## config.mk

```make
export PLATFORM = sky130hd
export DESIGN_NAME = ccg_bist_driver
export DESIGN_NICKNAME = d
export VERILOG_FILES = /design/src/rtl/ccg_bist_driver.sv
export SDC_FILE = /design/constraint.sdc
export NUM_CORES = 1
export LEC_CHECK = 0
export ABC_AREA = 1
export BUFFER_PORTS_ARGS = -buffer_cell sky130_fd_sc_hd__buf_2
export CORE_UTILIZATION = 35
export CTS_BUF_LIST = sky130_fd_sc_hd__clkbuf_4
export CTS_CLUSTER_DIAMETER = 50
export CTS_CLUSTER_SIZE = 12
export DETAILED_ROUTE_END_ITERATION = 12
export HOLD_SLACK_MARGIN = 0.08
export MAX_ROUTING_LAYER = met4
export SYNTH_ARGS = -nofsm -noshare
export SYNTH_HDL_FRONTEND = slang
export SYNTH_SLANG_ARGS = --single-unit
```

## constraint.sdc

```tcl
create_clock -name clk -period 6 [get_ports clk]
set_clock_uncertainty 0.05 [all_clocks]
set_input_delay 1.5 -clock clk [delete_from_list [all_inputs] [get_ports clk]]
set_output_delay 1.5 -clock clk [all_outputs]
set_load 0.02 [all_outputs]
```

## src/rtl/ccg_bist_driver.sv

```systemverilog
// Self-test driver for 12-in/15-out CCG combinational benchmark circuits.
// Applies LFSR vectors to cut_x, compacts cut_f into a MISR, compares to golden.
//
// Ports:
//   clk           rising-edge clock
//   rst           asynchronous active-high reset
//   start         one-cycle run request (honoured in IDLE or DONE)
//   abort         return to IDLE from any state, signature held
//   pattern_count patterns per run, 0 means 1 (sampled at start)
//   golden        expected signature (sampled at start)
//   cut_x         registered vector to the circuit under test
//   cut_f         circuit response, combinational from cut_x
//   busy          high in APPLY and CAPTURE
//   done          high in DONE
//   signature     MISR contents
//   pass          high in DONE when signature equals latched golden
module ccg_bist_driver #(
    parameter int              IN_W       = 12,
    parameter int              OUT_W      = 15,
    parameter int              SIG_W      = 16,
    parameter logic [IN_W-1:0] SEED       = 12'h001,
    parameter int              SETTLE_CYC = 2
) (
    input  logic             clk,
    input  logic             rst,
    input  logic             start,
    input  logic             abort,
    input  logic [12:0]      pattern_count,
    input  logic [SIG_W-1:0] golden,
    output logic [IN_W-1:0]  cut_x,
    input  logic [OUT_W-1:0] cut_f,
    output logic             busy,
    output logic             done,
    output logic [SIG_W-1:0] signature,
    output logic             pass
);

    // x^12+x^6+x^4+x+1 (Galois form) and CRC-CCITT feedback for the MISR
    localparam logic [IN_W-1:0]  LFSR_TAPS   = IN_W'(12'h053);
    localparam logic [SIG_W-1:0] MISR_POLY   = SIG_W'(16'h1021);
    localparam logic [3:0]       SETTLE_LAST = 4'(SETTLE_CYC - 1);

    typedef enum logic [1:0] {
        S_IDLE,
        S_APPLY,
        S_CAPTURE,
        S_DONE
    } state_t;

    state_t           state;
    logic [12:0]      n_lat;
    logic [12:0]      pat_cnt;
    logic [3:0]       settle_cnt;
    logic [SIG_W-1:0] golden_lat;

    logic [IN_W-1:0]  lfsr_next;
    logic [SIG_W-1:0] f_ext;
    logic [SIG_W-1:0] sig_next;
    logic [12:0]      n_eff;
    logic             last_pat;

    // cut_x doubles as the LFSR state: the applied vector is always the
    // current LFSR value, so a separate copy would only duplicate flops.
    assign lfsr_next = {cut_x[IN_W-2:0], 1'b0}
                     ^ (cut_x[IN_W-1] ? LFSR_TAPS : '0);

    always_comb begin
        f_ext = '0;
        f_ext[OUT_W-1:0] = cut_f;
    end

    assign sig_next = {signature[SIG_W-2:0], 1'b0}
                    ^ (signature[SIG_W-1] ? MISR_POLY : '0)
                    ^ f_ext;

    assign n_eff    = (pattern_count == 13'd0) ? 13'd1 : pattern_count;
    assign last_pat = (pat_cnt == n_lat - 13'd1);

    always_ff @(posedge clk or posedge rst) begin
        if (rst) begin
            state      <= S_IDLE;
            cut_x      <= '0;
            signature  <= '0;
            busy       <= 1'b0;
            done       <= 1'b0;
            pass       <= 1'b0;
            n_lat      <= '0;
            pat_cnt    <= '0;
            settle_cnt <= '0;
            golden_lat <= '0;
        end else if (abort) begin
            // abort wins over start and capture; vector and signature hold
            state <= S_IDLE;
            busy  <= 1'b0;
            done  <= 1'b0;
            pass  <= 1'b0;
        end else begin
            unique case (state)
                S_IDLE, S_DONE: begin
                    if (start) begin
                        state      <= S_APPLY;
                        cut_x      <= SEED;
                        signature  <= '0;
                        pat_cnt    <= '0;
                        settle_cnt <= '0;
                        n_lat      <= n_eff;
                        golden_lat <= golden;
                        busy       <= 1'b1;
                        done       <= 1'b0;
                        pass       <= 1'b0;
                    end
                end
                S_APPLY: begin
                    if (settle_cnt == SETTLE_LAST) begin
                        state <= S_CAPTURE;
                    end else begin
                        settle_cnt <= settle_cnt + 4'd1;
                    end
                end
                S_CAPTURE: begin
                    signature  <= sig_next;
                    cut_x      <= lfsr_next;
                    pat_cnt    <= pat_cnt + 13'd1;
                    settle_cnt <= '0;
                    if (last_pat) begin
                        // pass is judged on the final signature being written now
                        state <= S_DONE;
                        busy  <= 1'b0;
                        done  <= 1'b1;
                        pass  <= (sig_next == golden_lat);
                    end else begin
                        state <= S_APPLY;
                    end
                end
                default: begin
                    state <= S_IDLE;
                end
            endcase
        end
    end

endmodule

```

== After elaboration in Yosys (flattened, before gate mapping) ==
Cells that the tools add are included.

* Register bits: 79
* Output and inout port bits: 31

* Add/subtract/negate cells: 3
* Equality and inequality tests: 11
* Muxes and demuxes: 28
* Bitwise logic cells: 4
* Reduce and logical (&&, ||, !) cells: 10

{| class="wikitable"
|+ Operators by type and width
! operator !! number
|-
| $mux 13 || 3
|-
| $pmux 16 s2 || 1
|-
| $pmux 13 s2 || 1
|-
| $pmux 12 s2 || 1
|-
| $eq 16x16->1 || 1
|-
| $mux 16 || 1
|-
| $xor 16x13->16 || 1
|-
| $xor 16x15->16 || 1
|-
| $add 13x1->13 const B || 1
|-
| $eq 13x13->1 || 1
|-
| $logic_not 13->1 || 1
|-
| $sub 13x1->13 const B || 1
|-
| $mux 12 || 1
|-
| $pmux 4 s3 || 1
|-
| $reduce_and 3->1 || 4
|-
| $xor 12x7->12 || 1
|-
| $ne 3x3->1 const B || 3
|-
| $mux 1 || 8
|-
| $mux 2 || 4
|-
| $mux 4 || 2
|-
| $mux 7 || 1
|-
| $pmux 1 s2 || 3
|-
| $pmux 2 s3 || 1
|-
| $add 4x1->4 const B || 1
|-
| other kinds (10) || 12
|}

== Logic depth before layout (Yosys ltp) ==
* Depth in word-level cells: 7
* Depth in mapped cells: 16
* Mapped depth without buffers: 16

== Worst setup path before layout ==
OpenSTA, ideal clock, no wires.

* Path kind: input to register
* Start: in start
* End: reg pat_cnt[11]
* Setup time: 0.123 ns
* Arrival: 2.408 ns
* Data required time: 5.827 ns
* Path slack: 3.419 ns
* Stages: 9
* Buffers on the path: 0
* Cells stage by stage: nor2_1 > nor2_2 > nand2_2 > inv_1 > nand3_1 > nor2_2 > nand3_1 > o22ai_1 > a21oi_1

* Word-level cells in the longest chain between the ends: 2

{| class="wikitable"
|+ Ends and longest elaborated chain
! item !! line !! source
|-
| start, declared || 26 || <nowiki>input logic start,</nowiki>
|-
| $ne 2x2->1 (no line) || - ||
|-
| $reduce_and 3->1 (no line) || - ||
|-
| end signal, assigned || 123 || <nowiki>pat_cnt <= pat_cnt + 13'd1;</nowiki>
|-
| end, declared || 52 || <nowiki>logic [12:0] pat_cnt;</nowiki>
|}

Every way passes these cells.
A chain may end at the register's enable or synchronous reset.

== Worst setup path in the final report ==
* Start: in abort
* End: reg pat_cnt[11]

* Word-level cells in the longest chain between the ends: 2

{| class="wikitable"
|+ Ends and longest elaborated chain
! item !! line !! source
|-
| start, declared || 27 || <nowiki>input logic abort,</nowiki>
|-
| $not 1->1 (no line) || - ||
|-
| $reduce_and 3->1 (no line) || - ||
|}

Every way passes these cells.

==> reports/metrics.csv <==
metric,value,unit
Mean Syn Cell Area,7.76,um^2
leading area contributor after synthesis,dfrtp_1,
distinct cell type count after synthesis,31,
RSZ-0062 raised after global routing,no,
WL per Instance,12.9,um
DRC Markers,0,
cts hold-fix bufs,0,
CP max stage cell,inv_1,
clock sinks,79,
Num CTS Buffers,9,
crit path cell chain,buf_2 -> nor2_2 -> nand2_2 -> inv_1 -> nand3_1 -> nor2_2 -> nand3_1 -> o22ai_1 -> a21oi_1,
via-per-instance ratio,4.83,
IO Pins,79,
gr usage total,17.8,%
r2r setup slk,3.16,ns
area grow syn2layout,16.8,%
HPWL after DPL,7.48,mm
"top cells by area, synth","dfrtp_1, nand2_1, inv_1",
"Gates resized, CTS repair",0,
fraction of layout cells with a size suffix above 1,19.1,%
Reg2Reg Launch Point,state[0],
starting DRC count in detailed routing,190,
initial core utilization,36.3,%
Crit. path cell count,9,
Synth Cell Area,4180,um^2
"FF+latch count, synth",79,
fmax,0.321,GHz
power density cells,382,nW/um^2
placed cell areas,4720,um^2
Worst Tran Pin Value,0.792,ns
die area,12400,um^2
period utilization,51.9,%
Setup crit start kind,primary input,
post-route ant nets,0,
GR Overflow Total,0,
Rows,39,
Critical R2R Capture,pat_cnt[11],
minimum clock period,3.12,ns
max-cap violations,0,
status,"complete, no violations",
# Post-CTS Setup Buffers,0,
number of global-route vias before repair,3620,
CP Buf/Inv Count,2,
Peak supply drop,0.169,mV
TritonCTS clock tree,yes,
worst path arrival time,3.42,ns
final setup fails,0,
"Seq/Total Area, Yosys",47.3,%
Root Buffer,clkbuf_4,
number of flops mapped to enable cells by yosys,0,
Clock transition at path regs,0.14,ns
post-route cell area,4880,um^2
CP Class,primary input to flop,
Die H,111,um
Mapped Nets,593,
fillers,1191,
initial antenna violation count,0,
Post-synth ARST share,100,%
port buffer count,78,
critical path endpoint,pat_cnt[11],
pin count of the biggest net entering global routing,56,
Fin. Hold Viols,0,
most frequent cell after synthesis,nand2_1,
critical path required time,6.30,ns
setup TNS,0,ns
Most used DFF post-synth,dfrtp_1,
HP Class,flop to flop,
DR vias,3697,
commonest cells in the netlist,"nand2_1, dfrtp_1, inv_1",
final core occ,42.4,%
"Slew Viols, Final",0,
global-route wire length before repair,17.0,mm
"delay-heaviest family, CP",simple AND/OR/NAND/NOR gates,
Cells after Synth,539,
nets,672,
Yosys top cell area share,47.3,%
routability cong.,0.884,
clk buf depth,2,
worst reg2reg path depth,12,
TritonRoute pass-1 iters,4,
critical path's largest stage delay,0.51,ns
leak pwr,2.47,nW
yosys warns,0,
H-tree levels,3,
# diodes,0,
CP Max Fanout,32,
Routed WL,9.90,mm
slew margin rel.,47.1,%
die width,111,um
clock latency on the worst-skew pair,0.45,ns
crit end category,flop,
CP startpoint,abort,
core area,11500,um^2
[per-layer routing]
layer	track usage, %	wire length [um]	share of wire, %
met5	-	0	0
met4	6.94	221	2.2
met3	3.39	398	4.0
met2	29.3	4800	48
met1	21.7	4480	45
[cells by family after synthesis]
kind of cell,Yosys count,share of synthesized area (%)
simple gates,264,26.9
compound gates,80,10.5
buf+inv,80,7.27
flops,79,47.3
xor+xnor,30,6.28
fa+ha+maj,6,1.79
[state kept, by name, summed over array words and instances (netlist names)]
name,flops
n_lat,13
golden_lat,16
state,2
signature,16
done,1
busy,1
pat_cnt,13
cut_x,12
pass,1
settle_cnt,4
[layout by cell type (no fill, tap or decap)]
master and instances:
a211oi_1 1, a21oi_1 14, a311oi_1 1, a31o_2 1, buf_2 78, buf_4 2
bufinv_16 2, clkbuf_4 11, clkinv_1 1, clkinv_2 1, clkinv_4 1, dfrtp_1 79
ha_1 6, inv_1 64, inv_2 3, inv_6 1, nand2_1 159, nand2_2 5
nand3_1 31, nand3b_1 1, nand4_1 6, nor2_1 36, nor2_2 10, nor2_4 1
nor3_1 9, nor3_2 1, nor3b_1 2, nor4_1 2, o21ai_0 42, o21ai_1 2
o21ai_2 1, o21bai_1 1, o22ai_1 17, or2_2 1, xnor2_1 23, xor2_1 7
[report_power, final]
| part | switching [mW] | total, mW | internal [mW] |
|---|---|---|---|
| Sequential | 0.132 | 0.793 | 0.661 |
| Combinational | 0.450 | 0.707 | 0.256 |
| Clock | 0.188 | 0.368 | 0.179 |
[worst min-delay path: cells and delay by family, from the launching register on]
kind,cells,cell delay (ns)
AND/OR/NAND/NOR,2,0.09
flip-flops,1,0.37
[cell type report]
cell class              instances  area (um^2)  share of cell area [%]
repair buffers                 80          405                    8.30
well taps                     143          179                    3.66
multi-input cells             380         1900                    38.9
inverters                      68          256                    5.25
clock buffers                  11         82.6                    1.69
flip-flops and latches         79         1980                    40.5
clock inverters                 5         81.3                    1.67
[worst min path at each step]
stage,to,depth (start not counted),startpoint,slack [ns]
floorplan,golden_lat[12],2,golden_lat[12],0.41
global placement,done,2,done,0.40
detailed placement,done,2,done,0.41
CTS,done,2,done,0.44
global route,done,2,done,0.47
finish,pass,2,pass,0.44
[through the flow]
stage | setup slack [ns] | power (mW) | hold WS [ns] | std cells
after floorplan | 2.43 | 1.32 | 0.413 | 539
after detailed placement | 2.39 | 1.51 | 0.408 | 750
after global routing | 2.67 | 2.04 | 0.475 | 766
after global placement | 2.45 | 1.50 | 0.403 | 750
after CTS | 2.90 | 1.89 | 0.441 | 766
final | 2.88 | 1.87 | 0.436 | 766
(Power assumes the default switching activity.)
